===== src/rtl/cu_pkg.sv =====
// ----------------------------------------------------------------------------
// cu_pkg
// Shared definitions for the accumulator-datapath control unit: opcode
// constants, FSM state encoding, bus source codes and ALU operation codes.
// ----------------------------------------------------------------------------
package cu_pkg;

  localparam int OPW_DEF = 6;

  localparam logic [5:0] OP_NOP   = 6'h00;
  localparam logic [5:0] OP_LOAD  = 6'h01;
  localparam logic [5:0] OP_STORE = 6'h02;
  localparam logic [5:0] OP_ADD   = 6'h03;
  localparam logic [5:0] OP_SUB   = 6'h04;
  localparam logic [5:0] OP_JUMP  = 6'h05;
  localparam logic [5:0] OP_JMPZ  = 6'h06;
  localparam logic [5:0] OP_INCAC = 6'h07;
  localparam logic [5:0] OP_HALT  = 6'h3F;

  typedef enum logic [3:0] {
    S_IDLE,
    S_FETCH1,
    S_FETCH2,
    S_FETCH3,
    S_DECODE,
    S_EXEC1,
    S_EXEC2,
    S_EXEC3,
    S_HALT
  } state_t;

  typedef enum logic [2:0] {
    BUS_NONE = 3'd0,
    BUS_PC   = 3'd1,
    BUS_IR   = 3'd2,
    BUS_MEM  = 3'd3,
    BUS_AC   = 3'd4,
    BUS_ALU  = 3'd5
  } bus_sel_t;

  typedef enum logic [2:0] {
    ALU_PASS = 3'd0,
    ALU_ADD  = 3'd1,
    ALU_SUB  = 3'd2,
    ALU_INC  = 3'd3
  } alu_op_t;

endpackage


===== src/rtl/cu_op_decode.sv =====
// ----------------------------------------------------------------------------
// cu_op_decode
// Combinational opcode classifier used by the control FSM in DECODE.
//   opcode     in   OPW  opcode from the instruction register
//   exec_len   out  2    number of EXEC states the opcode needs (1..3)
//   is_illegal out  1    opcode is not a defined instruction
//   is_halt    out  1    opcode is HALT (no EXEC states)
// ----------------------------------------------------------------------------
module cu_op_decode
  import cu_pkg::*;
#(
  parameter int OPW = OPW_DEF
) (
  input  logic [OPW-1:0] opcode,
  output logic [1:0]     exec_len,
  output logic           is_illegal,
  output logic           is_halt
);

  // NOTE: every output gets a default before the case so no path leaves
  // a signal unassigned, which would otherwise infer a latch.
  always_comb begin
    exec_len   = 2'd1;
    is_illegal = 1'b0;
    is_halt    = 1'b0;
    case (opcode)
      OPW'(OP_LOAD), OPW'(OP_ADD), OPW'(OP_SUB): exec_len = 2'd3;
      OPW'(OP_STORE):                            exec_len = 2'd2;
      OPW'(OP_NOP), OPW'(OP_JUMP), OPW'(OP_JMPZ), OPW'(OP_INCAC): exec_len = 2'd1;
      OPW'(OP_HALT):                             is_halt = 1'b1;
      // Unknown opcodes run a single do-nothing EXEC cycle, like NOP.
      default:                                   is_illegal = 1'b1;
    endcase
  end

endmodule


===== src/rtl/control_unit.sv =====
// ----------------------------------------------------------------------------
// control_unit
// Multi-cycle fetch/decode/execute sequencer for the accumulator datapath.
//   clk, rst        clock, asynchronous active-high reset
//   start           leave IDLE and begin fetching
//   instruction     opcode from the instruction register (valid in DECODE)
//   z_flag          accumulator-zero flag (used by JMPZ in EXEC1)
//   ar_write, pc_write, pc_inc, ir_write, ac_write   register strobes
//   mem_read, mem_write                               memory strobes (addr=AR)
//   bus_sel         bus source: 0 none,1 PC,2 IR addr,3 MEM,4 AC,5 ALU
//   alu_op          0 PASS,1 ADD,2 SUB,3 INC
//   halted          high while parked in HALT
//   illegal         one-cycle pulse in EXEC1 of an unknown opcode
//   retired         instructions completed since reset (wraps)
// Outputs are decoded from the state register and the registered opcode, so
// they fall to zero as soon as reset asynchronously clears the state.
// ----------------------------------------------------------------------------
module control_unit
  import cu_pkg::*;
#(
  parameter int OPW   = OPW_DEF,
  parameter int CNT_W = 16
) (
  input  logic             clk,
  input  logic             rst,
  input  logic             start,
  input  logic [OPW-1:0]   instruction,
  input  logic             z_flag,
  output logic             ar_write,
  output logic             pc_write,
  output logic             pc_inc,
  output logic             ir_write,
  output logic             ac_write,
  output logic             mem_read,
  output logic             mem_write,
  output logic [2:0]       bus_sel,
  output logic [2:0]       alu_op,
  output logic             halted,
  output logic             illegal,
  output logic [CNT_W-1:0] retired
);

  state_t         state;
  logic [OPW-1:0] op;
  logic [1:0]     exec_len_q;
  logic           illegal_q;

  logic [1:0]     dec_len;
  logic           dec_illegal;
  logic           dec_halt;
  logic           last_exec;

  cu_op_decode #(.OPW(OPW)) u_op_decode (
    .opcode     (instruction),
    .exec_len   (dec_len),
    .is_illegal (dec_illegal),
    .is_halt    (dec_halt)
  );

  always_comb begin
    last_exec = (state == S_EXEC3) ||
                (state == S_EXEC1 && exec_len_q == 2'd1) ||
                (state == S_EXEC2 && exec_len_q == 2'd2);
  end

  // NOTE: sequential state uses non-blocking assignments so every register
  // samples pre-edge values, independent of statement order.
  always_ff @(posedge clk or posedge rst) begin
    if (rst) begin
      state      <= S_IDLE;
      op         <= '0;
      exec_len_q <= 2'd0;
      illegal_q  <= 1'b0;
      retired    <= '0;
    end else begin
      // HALT counts as retired on entry, so DECODE->HALT also increments.
      if (last_exec || (state == S_DECODE && dec_halt))
        retired <= retired + CNT_W'(1);

      case (state)
        S_IDLE:   if (start) state <= S_FETCH1;
        S_FETCH1: state <= S_FETCH2;
        S_FETCH2: state <= S_FETCH3;
        S_FETCH3: state <= S_DECODE;
        S_DECODE: begin
          op         <= instruction;
          exec_len_q <= dec_len;
          illegal_q  <= dec_illegal;
          state      <= dec_halt ? S_HALT : S_EXEC1;
        end
        S_EXEC1:  state <= (exec_len_q == 2'd1) ? S_FETCH1 : S_EXEC2;
        S_EXEC2:  state <= (exec_len_q == 2'd2) ? S_FETCH1 : S_EXEC3;
        S_EXEC3:  state <= S_FETCH1;
        S_HALT:   state <= S_HALT;
        default:  state <= S_IDLE;
      endcase
    end
  end

  always_comb begin
    ar_write  = 1'b0;
    pc_write  = 1'b0;
    pc_inc    = 1'b0;
    ir_write  = 1'b0;
    ac_write  = 1'b0;
    mem_read  = 1'b0;
    mem_write = 1'b0;
    bus_sel   = BUS_NONE;
    alu_op    = ALU_PASS;
    halted    = (state == S_HALT);
    illegal   = (state == S_EXEC1) && illegal_q;

    case (state)
      S_FETCH1: begin bus_sel = BUS_PC; ar_write = 1'b1; end
      S_FETCH2: mem_read = 1'b1;
      S_FETCH3: begin bus_sel = BUS_MEM; ir_write = 1'b1; pc_inc = 1'b1; end
      S_EXEC1: begin
        case (op)
          OPW'(OP_LOAD), OPW'(OP_STORE), OPW'(OP_ADD), OPW'(OP_SUB): begin
            bus_sel  = BUS_IR;
            ar_write = 1'b1;
          end
          OPW'(OP_JUMP): begin bus_sel = BUS_IR; pc_write = 1'b1; end
          // JMPZ is the only output that looks at a live input.
          OPW'(OP_JMPZ): if (z_flag) begin bus_sel = BUS_IR; pc_write = 1'b1; end
          OPW'(OP_INCAC): begin alu_op = ALU_INC; bus_sel = BUS_ALU; ac_write = 1'b1; end
          default: ;
        endcase
      end
      S_EXEC2: begin
        case (op)
          OPW'(OP_LOAD), OPW'(OP_ADD), OPW'(OP_SUB): mem_read = 1'b1;
          OPW'(OP_STORE): begin bus_sel = BUS_AC; mem_write = 1'b1; end
          default: ;
        endcase
      end
      S_EXEC3: begin
        case (op)
          OPW'(OP_LOAD): begin bus_sel = BUS_MEM; ac_write = 1'b1; end
          OPW'(OP_ADD):  begin alu_op = ALU_ADD; bus_sel = BUS_ALU; ac_write = 1'b1; end
          OPW'(OP_SUB):  begin alu_op = ALU_SUB; bus_sel = BUS_ALU; ac_write = 1'b1; end
          default: ;
        endcase
      end
      default: ;
    endcase
  end

endmodule


===== config.mk =====
export PLATFORM = sky130hd
export DESIGN_NAME = control_unit
export DESIGN_NICKNAME = d
export VERILOG_FILES = /design/src/rtl/cu_pkg.sv /design/src/rtl/cu_op_decode.sv /design/src/rtl/control_unit.sv
export SDC_FILE = /design/constraint.sdc
export NUM_CORES = 1
export LEC_CHECK = 0
export CORE_AREA = 2 2 83 45
export CTS_CLUSTER_DIAMETER = 100
export DETAILED_ROUTE_END_ITERATION = 10
export DIE_AREA = 0 0 85 47
export HOLD_SLACK_MARGIN = 0.08
export PLACE_DENSITY = 0.8
export RECOVER_POWER = 100
export SLEW_MARGIN = 20
export SYNTH_ARGS = -nofsm -noshare
export SYNTH_HDL_FRONTEND = slang
export SYNTH_SLANG_ARGS = --single-unit

===== constraint.sdc =====
create_clock -name clk -period 2.9 [get_ports clk]
set_input_delay 0.725 -clock clk [delete_from_list [all_inputs] [get_ports clk]]
set_output_delay 0.725 -clock clk [all_outputs]
set_load 0.05 [all_outputs]

==> run summary <==
The first-pass GRT wire length came out at around 6600 um. The final number of setup-violating endpoints is 0. The initial core utilization came out at between 50% and 60%. On the final layout, the worst clock skew is between 4 and 5 ps. The number of cells on the worst reg-to-reg path is 6. The antenna violation net count after detailed routing is 0. The floorplan die height is roughly 47 um. The clock root buffer master is clkbuf_8. The tightest slew margin relative to the limit is -2.48%. The most instantiated flip-flop cell in the synthesis netlist is dfrtp_1. The hold path depth is 1. The fraction of final layout cells sized beyond drive strength 1 is roughly an eighth. The top achievable clock speed is ~0.36 GHz. The share of the core filled with cells in the final layout is 67.2%. The final weighted congestion in routability-driven placement came out at between 0.8 and 0.9. The placed wire-length estimate after detailed placement came out at 3210 um. The category of the critical setup timing path is reg -> out. The maximum number of buffers from clock root to sink came out at 2. The total global routing overflow came out at 0. The worst setup path is launched from a flip-flop.

The number of core rows is 15. The signed area change from the synthesized netlist to the final layout is 34.1%. The minimum hold slack came out at roughly 470 ps.

The leakage dissipation came out at 0.963 nW. For this block, the initial DRC count from the detailed router was a little under 80. In the synthesized netlist the async set-or-reset flop fraction comes to 100%. After layout, the worst path uses 95.3% of the clock period. For this run, design rule violations remaining after detail routing come to 0. The number of nets in the final layout came out at about 240. The number of diodes came out at 0. The clock latency reported for the late side of the worst-skew pair is roughly 270 ps. Setup repair after global routing could not meet its margin everywhere. The H-tree level count is 2. The TritonCTS buffer count is 5. The clock slew seen by the registers of the worst setup and hold paths came out at around 60 ps. The total routing resource utilization after global routing came out at 21.7%.

The maximum number of pins on one net before global-route repair is 30. The floorplan die area came out at around 4000 sq um. The number of global-route vias before repair is around 1,400. Input and output buffers added on the ports amount to 39. The worst hold path begins at retired[15].

The final-layout fill cell count is 241. The worst hold path endpoint is retired[15]. In this run the power density over the cells is roughly 940 nW/um^2. The number of pins with negative max-slew slack in the final report is 30. Synthesis inferred 29 register bits. The category of the worst setup path capture point is a primary output. The total I/O pin count came out at 41.

Setup slack on the worst reg-to-reg path comes out at 480 ps. The post-synthesis sequential area ratio came out at 44.1%. The number of antenna violations at the first check in global routing is 0. The number of distinct library cell variants in the gate-level netlist after synthesis is slightly above 40. The transition time at the pin with the least slew margin is approximately 1500 ps.

The summed instance area of the synthesized netlist is between 1500 and 2000 sq um. Yosys mapped a number of flops with a built-in enable equal to 0. After layout, the minimum clock period comes to 2760 ps.

The final number of hold-violating endpoints was 0. Buffers added to address setup during post-CTS repair amount to 0. Dividing the detail-routed wire length by the instance count gives between 15 and 20 um.

The total wirelength of the detailed-routed design is roughly 4100 um. The largest vdd supply drop is roughly 820 uV. TritonCTS built the clock tree. The width of the chip is around 85 um. For this run, the detailed router's first-pass iteration total came to 4. The capture point of the worst reg-to-reg path is retired[6]. The average cell area after synthesis is about 9.0 sq um. The tightest min-delay check is of the reg -> reg type.

The count of warnings emitted by yosys is 0. The core outline area is roughly 3300 sq um. The number of nets produced by synthesis came out at about 190. The number of standard cells after synthesis came out at ~180.

The checks that failed: capacitance limit, slew limit. The count of placed standard cells in the final layout, fillers left out is around 270. The number of placed instances, taps included, is 260. The clock net in this run drives a total of 29 sinks. At the worst endpoint, the required time is 2170 ps. The via count is about 1,500. The flow ran to the end, but the final reports show violations. The largest driver fanout on the critical path is 7. The via-per-instance ratio is between 5 and 6.

The endpoint arrival time on the critical path came out at slightly above 2000 ps. The count of maximum capacitance violations came out at 1. The startpoint identified for the worst register-to-register timing path is state[0].
## state kept, by name (all words and copies together), names as in the netlist
register and flops:
exec_len_q 2, illegal_q 1, op 6, retired 16, state 4
## stage by stage
| stage | setup WS [ps] | instance area (sq um) | setup TNS (ps) | power [mW] |
|---|---|---|---|---|
| floorplan | -6.57 | 1680 | -10.6 | 1.41 |
| global placement | 388 | 2210 | 0 | 1.80 |
| detailed placement | 333 | 2210 | 0 | 1.83 |
| CTS | 104 | 2290 | 0 | 2.15 |
| global route | -13.1 | 2210 | -13.1 | 2.21 |
| finish | 136 | 2210 | 0 | 2.08 |
## critical path: stages, from the launching register on
cell	delay, ps
dfrtp_1	480
nor4b_2	360
dlygate4sd3_1	920
## cell families after synthesis
kind of cell    Yosys count  share of synthesized area (%)
compound gates           24                           9.81
xor+xnor                 19                           10.1
fa+ha+maj                 1                          0.760
buf+inv                  14                           4.26
flops                    29                           44.1
other cells               1                          0.228
simple gates             94                           30.7
## final cells by class
type,instances,area [sq um],share of cell area [%]
clock inverter,2,10.0,0.454
timing repair buffer,47,478,21.7
sequential,29,726,32.9
inverter,3,11.3,0.510
clock buffer,6,72.6,3.29
tap,42,52.6,2.38
multi-input combinational,139,857,38.8
## synthesized netlist by cell type, types with 2 or more instances
cell type	count	share of area, %
nor2_1	10	2.3
dfrtp_1	29	44
nor3b_1	2	0.91
xnor2_1	14	7.5
nor3_1	4	1.2
a21oi_1	2	0.61
buf_4	2	0.91
buf_2	2	0.61
clkbuf_1	6	1.4
o21ai_0	9	2.7
nor4b_2	2	1.8
inv_1	3	0.68
and4_1	3	1.6
nor2b_1	3	1.1
and3_1	6	2.3
nand4_1	10	3.8
xor2_1	5	2.7
a21o_1	2	0.91
nand2_1	37	8.4
nand3_1	10	3.0
## metal layers
layer  wire (um)  up-vias  track usage [%]
met5           0        -                0
met4          44        0             4.13
met3         293        6             7.73
met2        1810       52             34.5
met1        1940      736             29.5
li1            -      730                -
## worst max path at each step
stage                         from          to  slack [ps]
final                     state[0]      halted         140
after global routing         op[0]    mem_read         -10
after CTS                 state[2]  bus_sel[2]         100
after detailed placement    z_flag  bus_sel[1]         330
after global placement      z_flag  bus_sel[1]         390
after floorplan              op[3]   alu_op[0]          -7
## what timing repair did
| action | CTS | global route |
|---|---|---|
| gates resized for setup | 0 | 2 |
| hold buffers | 0 | 0 |
| endpoints found under the setup margin | 0 | 3 |
## cell usage in the layout, fill, tap and decap left out, drive strengths merged, types with 2 or more instances in the layout
cell	synthesis	layout
nor4b	3	3
dfrtp	29	29
a21o	2	2
inv	3	3
nand3	10	10
clkdlybuf4s50	0	7
clkbuf	6	13
o21ai	9	9
nand4	10	10
xnor2	14	14
nor3b	2	2
xor2	5	5
a21oi	2	2
clkinv	0	2
buf	5	13
dlygate4sd3	0	19
nor2	10	10
and3	6	6
nand2	37	37
nor3	5	5
nor2b	3	3
and4	3	3
## report_power, final
part	leakage, nW	total, mW	internal [mW]	switching [mW]
clock	0.0450	0.310	0.166	0.144
sequential	0.358	0.674	0.514	0.161
combinational	0.560	1.10	0.406	0.691
total	0.963	2.08	1.09	0.996
(Power assumes the default switching activity.)
